`config.mk`:
```
export PLATFORM = sky130hd
export DESIGN_NAME = seq_stepper
export DESIGN_NICKNAME = d
export VERILOG_FILES = /design/src/rtl/seq_pkg.sv /design/src/rtl/seq_prescaler.sv /design/src/rtl/seq_stepper.sv
export SDC_FILE = /design/constraint.sdc
export NUM_CORES = 1
export LEC_CHECK = 0
export BUFFER_PORTS_ARGS = -buffer_cell sky130_fd_sc_hd__buf_2
export CAP_MARGIN = 20
export CORE_AREA = 2 2 39 41
export CTS_CLUSTER_SIZE = 24
export DETAILED_ROUTE_END_ITERATION = 6
export DIE_AREA = 0 0 41 43
export PLACE_DENSITY = 0.72
export SKIP_CTS_REPAIR_TIMING = 1
export SLEW_MARGIN = 20
export SYNTH_ARGS = -nofsm -noshare
export SYNTH_HDL_FRONTEND = slang
export SYNTH_HIERARCHICAL = 1
export SYNTH_SLANG_ARGS = --single-unit
export TNS_END_PERCENT = 10
```
`constraint.sdc`:
```
create_clock -name clk -period 2.44 [get_ports clk]
set_input_delay 0.366 -clock clk [delete_from_list [all_inputs] [get_ports clk]]
set_output_delay 0.366 -clock clk [all_outputs]
set_load 0.01 [all_outputs]
```
`src/rtl/seq_pkg.sv`:
```
// Shared types and constants for the sequence stepper.
package seq_pkg;

  typedef enum logic [1:0] {
    ST_IDLE  = 2'd0,
    ST_RUN   = 2'd1,
    ST_PAUSE = 2'd2
  } seq_state_t;

  localparam int SEQ_IDX_W = 5;

  // Modulo-2^SEQ_IDX_W neighbour of idx; down selects -1, otherwise +1.
  function automatic logic [SEQ_IDX_W-1:0] seq_next(input logic [SEQ_IDX_W-1:0] idx,
                                                     input logic down);
    logic [SEQ_IDX_W-1:0] res;
    if (down) begin
      res = idx - {{(SEQ_IDX_W-1){1'b0}}, 1'b1};
    end else begin
      res = idx + {{(SEQ_IDX_W-1){1'b0}}, 1'b1};
    end
    return res;
  endfunction

endpackage

```
`src/rtl/seq_prescaler.sv`:
```
// Rate prescaler for seq_stepper: counts 0..DIV-1 while enabled, flags the
// terminal count with a wrap pulse, and holds its value when disabled.
module seq_prescaler #(
  parameter int DIV = 4
) (
  input  logic clk,
  input  logic rst,
  input  logic en,
  input  logic clr,
  output logic wrap
);

  localparam int CW = $clog2(DIV) + 1;
  localparam logic [CW-1:0] LAST = CW'(DIV - 1);

  logic [CW-1:0] cnt_r;

  assign wrap = en && (cnt_r == LAST);

  // Counter: clear has priority; disabled keeps the count so a pause can resume mid-period.
  always_ff @(posedge clk or posedge rst) begin
    if (rst) begin
      cnt_r <= {CW{1'b0}};
    end else if (clr) begin
      cnt_r <= {CW{1'b0}};
    end else if (en) begin
      if (wrap) begin
        cnt_r <= {CW{1'b0}};
      end else begin
        cnt_r <= cnt_r + CW'(1);
      end
    end else begin
      cnt_r <= cnt_r;
    end
  end

endmodule

```
`src/rtl/seq_stepper.sv`:
```
// Run/pause/stop sequencer producing the 5-bit index for the LED pattern decoder.
// Optional SEQ_STEPPER_PINGPONG_EN: bounce between 0 and 31, ignoring dir.
module seq_stepper
  import seq_pkg::*;
#(
  parameter int DIV   = 4,
  parameter int IDX_W = SEQ_IDX_W
) (
  input  logic             clk,
  input  logic             rst,
  input  logic             start,
  input  logic             stop,
  input  logic             step,
  input  logic             dir,
  output logic [IDX_W-1:0] seqidx,
  output logic             tick,
  output logic             running
);

  seq_state_t state_r;
  seq_state_t state_nx_s;
  logic       pre_en_s;
  logic       pre_clr_s;
  logic       wrap_s;
  logic       adv_s;
  logic       down_s;
  logic       stop_clr_s;
  logic [IDX_W-1:0] next_idx_s;

`ifdef SEQ_STEPPER_PINGPONG_EN
  logic pp_dir_r;
`endif

  seq_prescaler #(.DIV(DIV)) u_pre (
    .clk  (clk),
    .rst  (rst),
    .en   (pre_en_s),
    .clr  (pre_clr_s),
    .wrap (wrap_s)
  );

  // Next-state, advance request and prescaler control; stop beats start.
  always_comb begin
    state_nx_s = state_r;
    adv_s      = 1'b0;
    stop_clr_s = 1'b0;
    case (state_r)
      ST_IDLE: begin
        adv_s = step;
        if (stop) begin
          state_nx_s = ST_IDLE;
        end else if (start) begin
          state_nx_s = ST_RUN;
        end else begin
          state_nx_s = ST_IDLE;
        end
      end
      ST_RUN: begin
        adv_s = wrap_s;
        if (stop) begin
          state_nx_s = ST_PAUSE;
        end else begin
          state_nx_s = ST_RUN;
        end
      end
      ST_PAUSE: begin
        if (stop) begin
          state_nx_s = ST_IDLE;
          stop_clr_s = 1'b1;
        end else if (start) begin
          state_nx_s = ST_RUN;
          adv_s      = step;
        end else begin
          state_nx_s = ST_PAUSE;
          adv_s      = step;
        end
      end
      default: begin
        state_nx_s = ST_IDLE;
        adv_s      = 1'b0;
      end
    endcase
    pre_en_s  = (state_r == ST_RUN);
    pre_clr_s = (state_r == ST_IDLE) || stop_clr_s;
`ifdef SEQ_STEPPER_PINGPONG_EN
    down_s = pp_dir_r;
`else
    down_s = dir;
`endif
    next_idx_s = seq_next(seqidx, down_s);
  end

  // State, index and registered outputs; tick marks the first cycle of a new index.
  always_ff @(posedge clk or posedge rst) begin
    if (rst) begin
      state_r <= ST_IDLE;
      seqidx  <= {IDX_W{1'b0}};
      tick    <= 1'b0;
      running <= 1'b0;
`ifdef SEQ_STEPPER_PINGPONG_EN
      pp_dir_r <= 1'b0;
`endif
    end else begin
      state_r <= state_nx_s;
      running <= (state_nx_s == ST_RUN);
      tick    <= adv_s;
      if (stop_clr_s) begin
        seqidx <= {IDX_W{1'b0}};
      end else if (adv_s) begin
        seqidx <= next_idx_s;
      end else begin
        seqidx <= seqidx;
      end
`ifdef SEQ_STEPPER_PINGPONG_EN
      // Turn around on the advance that lands on either endpoint.
      if (stop_clr_s) begin
        pp_dir_r <= 1'b0;
      end else if (adv_s && ((next_idx_s == {IDX_W{1'b1}}) || (next_idx_s == {IDX_W{1'b0}}))) begin
        pp_dir_r <= ~pp_dir_r;
      end else begin
        pp_dir_r <= pp_dir_r;
      end
`endif
    end
  end

endmodule

```
==> impl_metrics.py, run 1 <==
metrics = {
    "floorplan": {
        "die_h_um": 43,
        "ioPinCount": 13,
        "rows": 14,
        "start_util_pct": 46.4,
        "core_mm2": 0.00138,
        "die-area_mm2": 0.00176,
        "die_w_um": 41,
    },
    "grt": {
        "grt.overflow.total": 0,
        "antenna_found_initial": 0,
        "grt_pass1_wl_um": 1940,
        "track_usage_pct": 16.1,
        "grt_max_degree": 10,
        "grt_pass1_vias": 448,
    },
    "routing": {
        "num_vias": 522,
        "drc": 0,
        "wire_per_inst_um": 12.6,
        "antenna_left": 0,
        "firstDrtPassIters": 4,
        "wl_um": 1210,
        "via_per_inst": 5.44,
        "drtIter0Drc": 14,
    },
    "synthesis": {
        "synth_top_family_by_area": "simple AND/OR/NAND/NOR gates",
        "yosysWarningCount": 6,
        "synth_area_leaders": "dfrtp_1 47%, ha_1 7.8%, a21oi_1 6.2%, nand2b_1 3.9%, nor2_1 3.5%",
        "postSynthAreaPerCell_um2": 10.2,
        "syn-num-nets": 74,
        "synth_top_area_share_pct": 46.8,
        "synth_seq_cells": 12,
        "synth_xor_area_share_pct": 4.09,
        "synth_simple_gate_area_share_pct": 19.3,
        "synth_compound_area_share_pct": 14.4,
        "yosys.area.top_type": "dfrtp_1",
        "synthCells": 63,
        "synthAdderAreaFrac_pct": 10.9,
        "ys_seq_area_share_pct": 46.8,
        "synth.distinct_cells": 23,
        "synth_area_um2": 642,
        "muxShareOfSynthArea_pct": 1.56,
    },
    "place": {
        "placed_area_um2": 729,
        "gp_congestion": 0.860,
        "hpwl_um": 967,
        "io_buffers": 12,
        "place_inst": 92,
    },
    "timing": {
        "rsz0062_at_grt": "no",
        "hold_violations": 0,
        "max_freq_mhz": 547,
        "setup_tns_ns": 0,
        "slew_violations": 0,
        "period_share_pct": 74.9,
        "relSlewSlack_pct": 76.8,
        "setup_viol": 0,
        "fin_skew_ns": 0.00162,
        "tightestPinTransition_ns": 0.348,
        "period_minus_slack_ns": 1.83,
    },
    "worst_setup_path": {
        "worstSetupEndpointType": "register",
        "worstPathArrival_ns": 2.03,
        "crit_type": "register to register",
        "critPathMaxFanout": 6,
        "crit_required_ns": 2.64,
        "cp-start-kind": "register",
        "r2r_cells": 8,
    },
    "final_layout": {
        "stdcell_count": 96,
        "fin_util_pct": 55.1,
        "design_area_um2": 762,
        "layout.nets": 93,
        "n_antenna_cell": 0,
        "syn2layout_area_growth_pct": 18.7,
        "drive_above_1_share_pct": 21.3,
    },
    "clock_tree": {
        "clockBufferDepth": 2,
        "clk_pin_slew_worst_paths_ns": 0.07,
        "root_buffer": "clkbuf_4",
        "clk_latency_ns": 0.27,
        "cts.sinks": 12,
        "numCtsBuffers": 3,
        "cts_tree": "yes",
        "cts_max_level": 1,
    },
    "power": {
        "powerDensity_mw_per_mm2": 934,
        "power_mw": 0.712,
        "p_leak_nw": 0.395,
        "peakVddDrop_mv": 0.441,
    },
    "run": {
        "drv_cap": 0,
    },
    "worst_hold_path": {
        "hold_path.class": "primary input to register",
        "worstHoldPathCells": 2,
    },
    "outcome": {
        "status": "finished, final reports clean",
    },
}
==> metrics by stage <==
step,hold WS (ns),worst slack (ns)
floorplan,0.120,0.590
global placement,0.245,0.616
detailed placement,0.251,0.552
CTS,-0.0437,0.595
global route,0.357,0.483
finish,0.351,0.613
==> cells in the final DEF, fill, tap and decap left out, types with 3 or more instances in the layout <==
cell type,count
clkbuf_4,3
nand2b_1,4
inv_1,5
nand2_1,3
nor2_1,6
buf_2,12
a21oi_1,8
ha_1,4
dfrtp_1,12
==> cells by family after synthesis <==
family                     Yosys count
muxes                                1
AOI/OAI and AO/OA                   15
DFF                                 12
adders and majority gates            5
and+or+nand+nor                     22
buffers and inverters                5
xor gates and xnor gates             3
==> final timing paths <==
check / from / to / slack [ns]
setup reg to reg: state_r[0] / seqidx[4] / 0.61
hold / removal: stop / running / 0.35
max in group asynchronous: rst / seqidx[2] / 1.58
hold reg to reg: u_pre/cnt_r[1] / u_pre/cnt_r[1] / 0.55
setup / recovery: state_r[0] / seqidx[4] / 0.61
min in group asynchronous: rst / u_pre/cnt_r[0] / 0.51
==> cell type report <==
type / instances / area (um^2)
clock buffers: 3 / 22.5
fillers: 129 / 622
inverters: 5 / 18.8
multi-input cells: 46 / 323
flip-flops and latches: 12 / 300
well taps: 16 / 20.0
repair buffers: 14 / 77.6
==> registers in the layout (all words and copies together), names as in the netlist <==
signal and cells:
running 1, state_r 2, seqidx 5, u_pre/cnt_r 3
tick 1
==> synth_stat cells (all sizes together) <==
library cell  instances
nor4b                 1
xnor2                 2
a21o                  2
o21ai                 1
dfrtp                12
a21oi                 8
a211oi                1
xor2                  1
and3                  1
nand2                 3
nand3                 2
fa                    1
ha                    4
and3b                 2
a21boi                1
nor2                  6
nand3b                2
inv                   5
o22a                  1
or4                   1
mux2i                 1
o31ai                 1
nand2b                4
==> routing by layer <==
metal / share of wire, % / track usage [%] / up-vias
met3: 5.0 / 4.71 / 3
met1: 45 / 22.8 / 250
met2: 49 / 22.8 / 14
met5: 0 / 0 / -
met4: 1.4 / 6.00 / 0
li1: - / - / 255
==> worst max-delay path, stage by stage (launching register included) <==
cell and delay, ns:
dfrtp_1 0.42, inv_1 0.09, nor2_1 0.12, nand2_1 0.08, nor2_1 0.09, mux2i_1 0.08, o22a_2 0.25, or4_1 0.51
a21oi_1 0.13
==> where the power goes <==
part	leakage, nW	switching [mW]	internal, mW
logic	0.228	0.150	0.143
registers	0.153	0.0498	0.248
clock network	0.0138	0.0639	0.0571
total	0.395	0.263	0.449
Power figures use the tool's default switching activity.
==> run 2, diff against run 1 <==
- clock period: 2.44 -> 1.82 ns (I/O delays scaled with it)
==> run 2 against run 1 <==
  * Worst setup slack lost 0.54 ns
  * Cell count grew 6.3%
  * Clock power grew 73%
  * Worst hold slack lost 0.10 ns
  * Sequential share of layout area shrank 3.0 points
  * Register-to-register slack lost 0.54 ns
  * Flip-flop and latch count is the same
  * First-iteration DRC count shrank 86%
  * Routed wire length shrank 4.9%
  * Critical endpoint unchanged
  * Largest cell class unchanged
==> impl_metrics.py, run 2 (synthesized netlist as in run 1, its figures left out) <==
metrics = {
    "outcome": {
        "status": "finished, final reports clean",
    },
    "timing": {
        "tightestPinTransition_ns": 0.347,
        "setup_viol": 0,
        "worst_slack_ns": 0.0741,
        "hold_violations": 0,
        "relSlewSlack_pct": 76.8,
        "fin_skew_ns": 0.00159,
        "max_freq_mhz": 573,
        "slew_violations": 0,
        "period_share_pct": 95.9,
        "period_minus_slack_ns": 1.75,
    },
    "worst_setup_path": {
        "critPathMaxStageDelay_ns": 0.49,
        "worstPathArrival_ns": 1.95,
        "cp-start-kind": "register",
        "worst-path-stages": 5,
        "worstSetupEndpointType": "register",
        "crit_end": "seqidx[4]",
        "crit_chain": "fa_1 > nand3_1 > a21boi_0 > or4_4 > a21oi_2",
        "cp_slowest_cell": "or4_4",
        "path_buf_inv": 0,
        "crit_type": "register to register",
        "timing.rr.end": "seqidx[4]",
        "r2r_slack_ns": 0.07,
        "critical-path-top-delay-family": "simple AND/OR/NAND/NOR gates",
        "reg2reg_from": "seqidx[0]",
        "r2r_cells": 5,
        "startpoint": "seqidx[0]",
        "critPathMaxFanout": 2,
        "crit_required_ns": 2.02,
    },
    "floorplan": {
        "die_h_um": 43,
        "rows": 14,
        "die_w_um": 41,
        "ioPinCount": 13,
        "core_mm2": 0.00138,
        "start_util_pct": 46.4,
        "die-area_mm2": 0.00176,
    },
    "final_layout": {
        "layout.nets": 98,
        "regMostFlops": "seqidx",
        "drive_above_1_share_pct": 32.6,
        "final_cell_mix": "12 x buf_2, 12 x dfrtp_1, 7 x a21oi_1",
        "largest_reg_flops": 5,
        "fin_util_pct": 59.7,
        "top_regs": "seqidx x5, u_pre/cnt_r x3, state_r x2",
        "stdcell_count": 102,
        "fill_cells": 132,
        "n_antenna_cell": 0,
        "syn2layout_area_growth_pct": 28.7,
    },
    "routing": {
        "drtIter0Drc": 2,
        "wl_um": 1160,
        "firstDrtPassIters": 3,
        "antenna_left": 0,
        "drc": 0,
        "num_vias": 525,
        "wire_per_inst_um": 11.3,
        "via_per_inst": 5.15,
    },
    "clock_tree": {
        "cts_max_level": 1,
        "cts.sinks": 12,
        "clk_pin_slew_worst_paths_ns": 0.08,
        "clk_latency_ns": 0.27,
        "cts_tree": "yes",
        "numCtsBuffers": 3,
        "root_buffer": "clkbuf_4",
        "clockBufferDepth": 2,
    },
    "grt": {
        "grt_pass1_vias": 484,
        "grt.overflow.total": 0,
        "grt_max_degree": 10,
        "grt_pass1_wl_um": 1990,
        "antenna_found_initial": 0,
        "track_usage_pct": 17.2,
    },
    "power": {
        "powerDensity_mw_per_mm2": 1280,
        "power_mw": 1.05,
        "peakVddDrop_mv": 0.746,
        "p_leak_nw": 0.424,
    },
    "place": {
        "gp_congestion": 0.843,
        "place_inst": 96,
        "io_buffers": 12,
        "hpwl_um": 937,
        "dp_slack_ns": 0.0244,
    },
    "worst_hold_path": {
        "hold_path.class": "primary input to register",
    },
    "run": {
        "drv_cap": 0,
    },
}
run 2: changes by cell type in the layout (fill, tap and decap cells not counted), sizes merged:
| cell | change |
|---|---|
| buf | +5 |
| clkbuf | +1 |
run 2: area by class of cell:
class | count | area, um^2 | share of cell area (%)
timing repair buffer | 19 | 115 | 13.9
tap | 16 | 20.0 | 2.42
inverter | 5 | 18.8 | 2.27
multi-input combinational | 46 | 335 | 40.6
clock buffer | 4 | 36.3 | 4.39
sequential | 12 | 300 | 36.4
run 2: worst min path at each step:
stage | from | to | slack (ns) | depth (start not counted)
after global routing | stop | running | 0.25 | 2
after CTS | rst | u_pre/cnt_r[1] | -0.14 | 2
after global placement | rst | u_pre/cnt_r[0] | 0.15 | 2
final | stop | running | 0.25 | 2
after detailed placement | rst | u_pre/cnt_r[2] | 0.15 | 2
after floorplan | rst | u_pre/cnt_r[0] | 0.03 | 1
run 2: per-layer routing:
layer | GRT usage (%) | part of all wire (%) | vias to the layer above
met2 | 23.4 | 48 | 9
met4 | 6.00 | 1.1 | 0
met1 | 24.7 | 46 | 245
met5 | 0 | 0 | -
met3 | 6.28 | 4.2 | 2
li1 | - | - | 269
run 2: metrics by stage:
step                      setup TNS (ns)  hold slack [ns]  cell area (um^2)
after global routing            -0.00989            0.254               826
final                                  0            0.251               826
after CTS                              0           -0.141               798
after floorplan                        0           0.0266               644
after detailed placement               0            0.155               762
after global placement                 0            0.153               762
run 2: report_power, final:
part           internal (mW)  leakage (nW)  switching (mW)  total (mW)
clock                  0.121        0.0210          0.0880       0.209
sequential             0.333         0.153          0.0478       0.381
combinational          0.238         0.250           0.226       0.464
total                  0.693         0.424           0.362        1.05
==> run 3, diff against run 2 <==
- BUFFER_PORTS_ARGS: -buffer_cell sky130_fd_sc_hd__buf_2 -> unset
- CORE_AREA: 2 2 39 41 -> unset
- CORE_MARGIN: unset -> 2
- CORE_UTILIZATION: unset -> 25
- DIE_AREA: 0 0 41 43 -> unset
- DONT_BUFFER_PORTS: unset -> 1
- PLACE_DENSITY: 0.72 -> 0.48
==> run 3 against run 2 <==
  * Sequential power is 2% higher
  * Maximum frequency rose by 2.5%
  * Combinational power decreased by 9.1%
  * Via count decreased by 8.2%
  * Largest power group unchanged
  * First-iteration DRC count increased to 3.5 times the previous value
==> impl_metrics.py, run 3 (synthesized netlist as in run 1, its figures left out) <==
metrics = {
    "final_layout": {
        "regMostFlops": "seqidx",
        "layout.nets": 87,
        "syn2layout_area_growth_pct": 22.6,
        "drive_above_1_share_pct": 21.3,
        "final_common_cell": "dfrtp_1",
        "n_antenna_cell": 0,
        "largest_reg_flops": 5,
        "stdcell_count": 105,
        "top_regs": "seqidx x5, u_pre/cnt_r x3, state_r x2",
        "final_cell_mix": "12 x dfrtp_1, 7 x a21oi_1, 7 x buf_4",
        "fill_cells": 258,
    },
    "power": {
        "peakVddDrop_mv": 0.574,
        "p_leak_nw": 0.380,
        "powerDensity_mw_per_mm2": 1300,
    },
    "grt": {
        "grt.overflow.total": 0,
        "track_usage_pct": 11.0,
        "grt_max_degree": 10,
        "grt_pass1_wl_um": 2280,
        "antenna_found_initial": 0,
        "grt_pass1_vias": 515,
    },
    "routing": {
        "num_vias": 482,
        "wl_um": 1220,
        "via_per_inst": 4.59,
        "wire_per_inst_um": 11.7,
        "firstDrtPassIters": 4,
        "drc": 0,
        "drtIter0Drc": 7,
        "antenna_left": 0,
    },
    "floorplan": {
        "start_util_pct": 26.1,
        "rows": 18,
        "die-area_mm2": 0.00299,
        "core_mm2": 0.00245,
        "die_h_um": 54.7,
        "ioPinCount": 13,
        "die_w_um": 54.7,
    },
    "timing": {
        "fin_skew_ns": 0.00296,
        "tightestPinTransition_ns": 0.355,
        "setup_viol": 0,
        "worst_slack_ns": 0.116,
        "period_share_pct": 93.6,
        "hold_violations": 0,
        "setup_tns_ns": 0,
        "period_minus_slack_ns": 1.70,
        "max_freq_mhz": 587,
        "rsz0062_at_grt": "no",
        "relSlewSlack_pct": 76.3,
        "slew_violations": 0,
    },
    "worst_setup_path": {
        "crit_chain": "ha_1 > nand2_1 > nor2_1 > mux2i_1 > o22a_2 > or4_1 > a21oi_1",
        "worstPathArrival_ns": 1.91,
        "cp_slowest_cell": "or4_1",
        "crit_type": "register to register",
        "cp-start-kind": "register",
        "worstSetupEndpointType": "register",
        "critPathMaxFanout": 3,
        "r2r_slack_ns": 0.12,
        "critPathMaxStageDelay_ns": 0.49,
        "crit_required_ns": 2.02,
    },
    "place": {
        "gp_congestion": 0.783,
        "place_inst": 100,
        "dp_slack_ns": 0.107,
        "hpwl_um": 985,
        "io_buffers": 0,
    },
    "outcome": {
        "status": "finished, final reports clean",
    },
    "clock_tree": {
        "numCtsBuffers": 3,
        "clockBufferDepth": 2,
        "cts_max_level": 1,
        "root_buffer": "clkbuf_4",
        "clk_pin_slew_worst_paths_ns": 0.08,
        "cts.sinks": 12,
        "clk_latency_ns": 0.27,
        "cts_tree": "yes",
    },
    "run": {
        "drv_cap": 0,
    },
    "worst_hold_path": {
        "hold_path.class": "primary input to register",
    },
}
[run 3: power by group]
group / switching [mW] / internal (mW)
clock: 0.0912 / 0.122
combinational: 0.207 / 0.215
sequential: 0.0536 / 0.333
[run 3: layout make-up]
class	instances	area [um^2]	share of cell area, %
multi-input combinational	46	332	42.1
sequential	12	300	38.2
timing repair buffer	8	62.6	7.95
tap	30	37.5	4.77
clock buffer	4	36.3	4.61
inverter	5	18.8	2.38
[run 3: metrics by stage]
stage	utilization [%]	total power, mW	area (um^2)	hold WS, ns
detailed placement	29.9	0.808	734	0.0411
CTS	31.4	1.03	771	-0.267
global placement	29.9	0.805	734	0.0410
finish	32.1	1.02	787	0.0562
global route	32.1	1.12	787	0.0372
floorplan	-	0.666	644	0.0266
[run 3: final timing paths]
check / start / to / depth (start not counted)
setup / recovery: u_pre/cnt_r[0] / seqidx[4] / 7
hold / removal: stop / state_r[0] / 1
max in group asynchronous: rst / seqidx[3] / 2
hold reg to reg: u_pre/cnt_r[2] / u_pre/cnt_r[2] / 1
setup reg to reg: u_pre/cnt_r[0] / seqidx[4] / 7
min in group asynchronous: rst / u_pre/cnt_r[0] / 2
[run 3: per-layer routing]
| metal | up-vias | global-route usage (%) | share of wire, % | routed length [um] |
|---|---|---|---|---|
| li1 | 245 | - | - | - |
| met1 | 225 | 14.8 | 49 | 604 |
| met2 | 10 | 15.7 | 43 | 526 |
| met3 | 2 | 4.64 | 6.3 | 77 |
| met4 | 0 | 3.75 | 1.2 | 15 |
| met5 | - | 0 | 0 | 0 |
[run 3: worst max-delay path: cells and delay by family (launching register included)]
family,cells,cell delay (ns)
simple gates,3,0.65
flops,1,0.37
compound gates,2,0.34
fa+ha+maj,1,0.19
mux,1,0.08
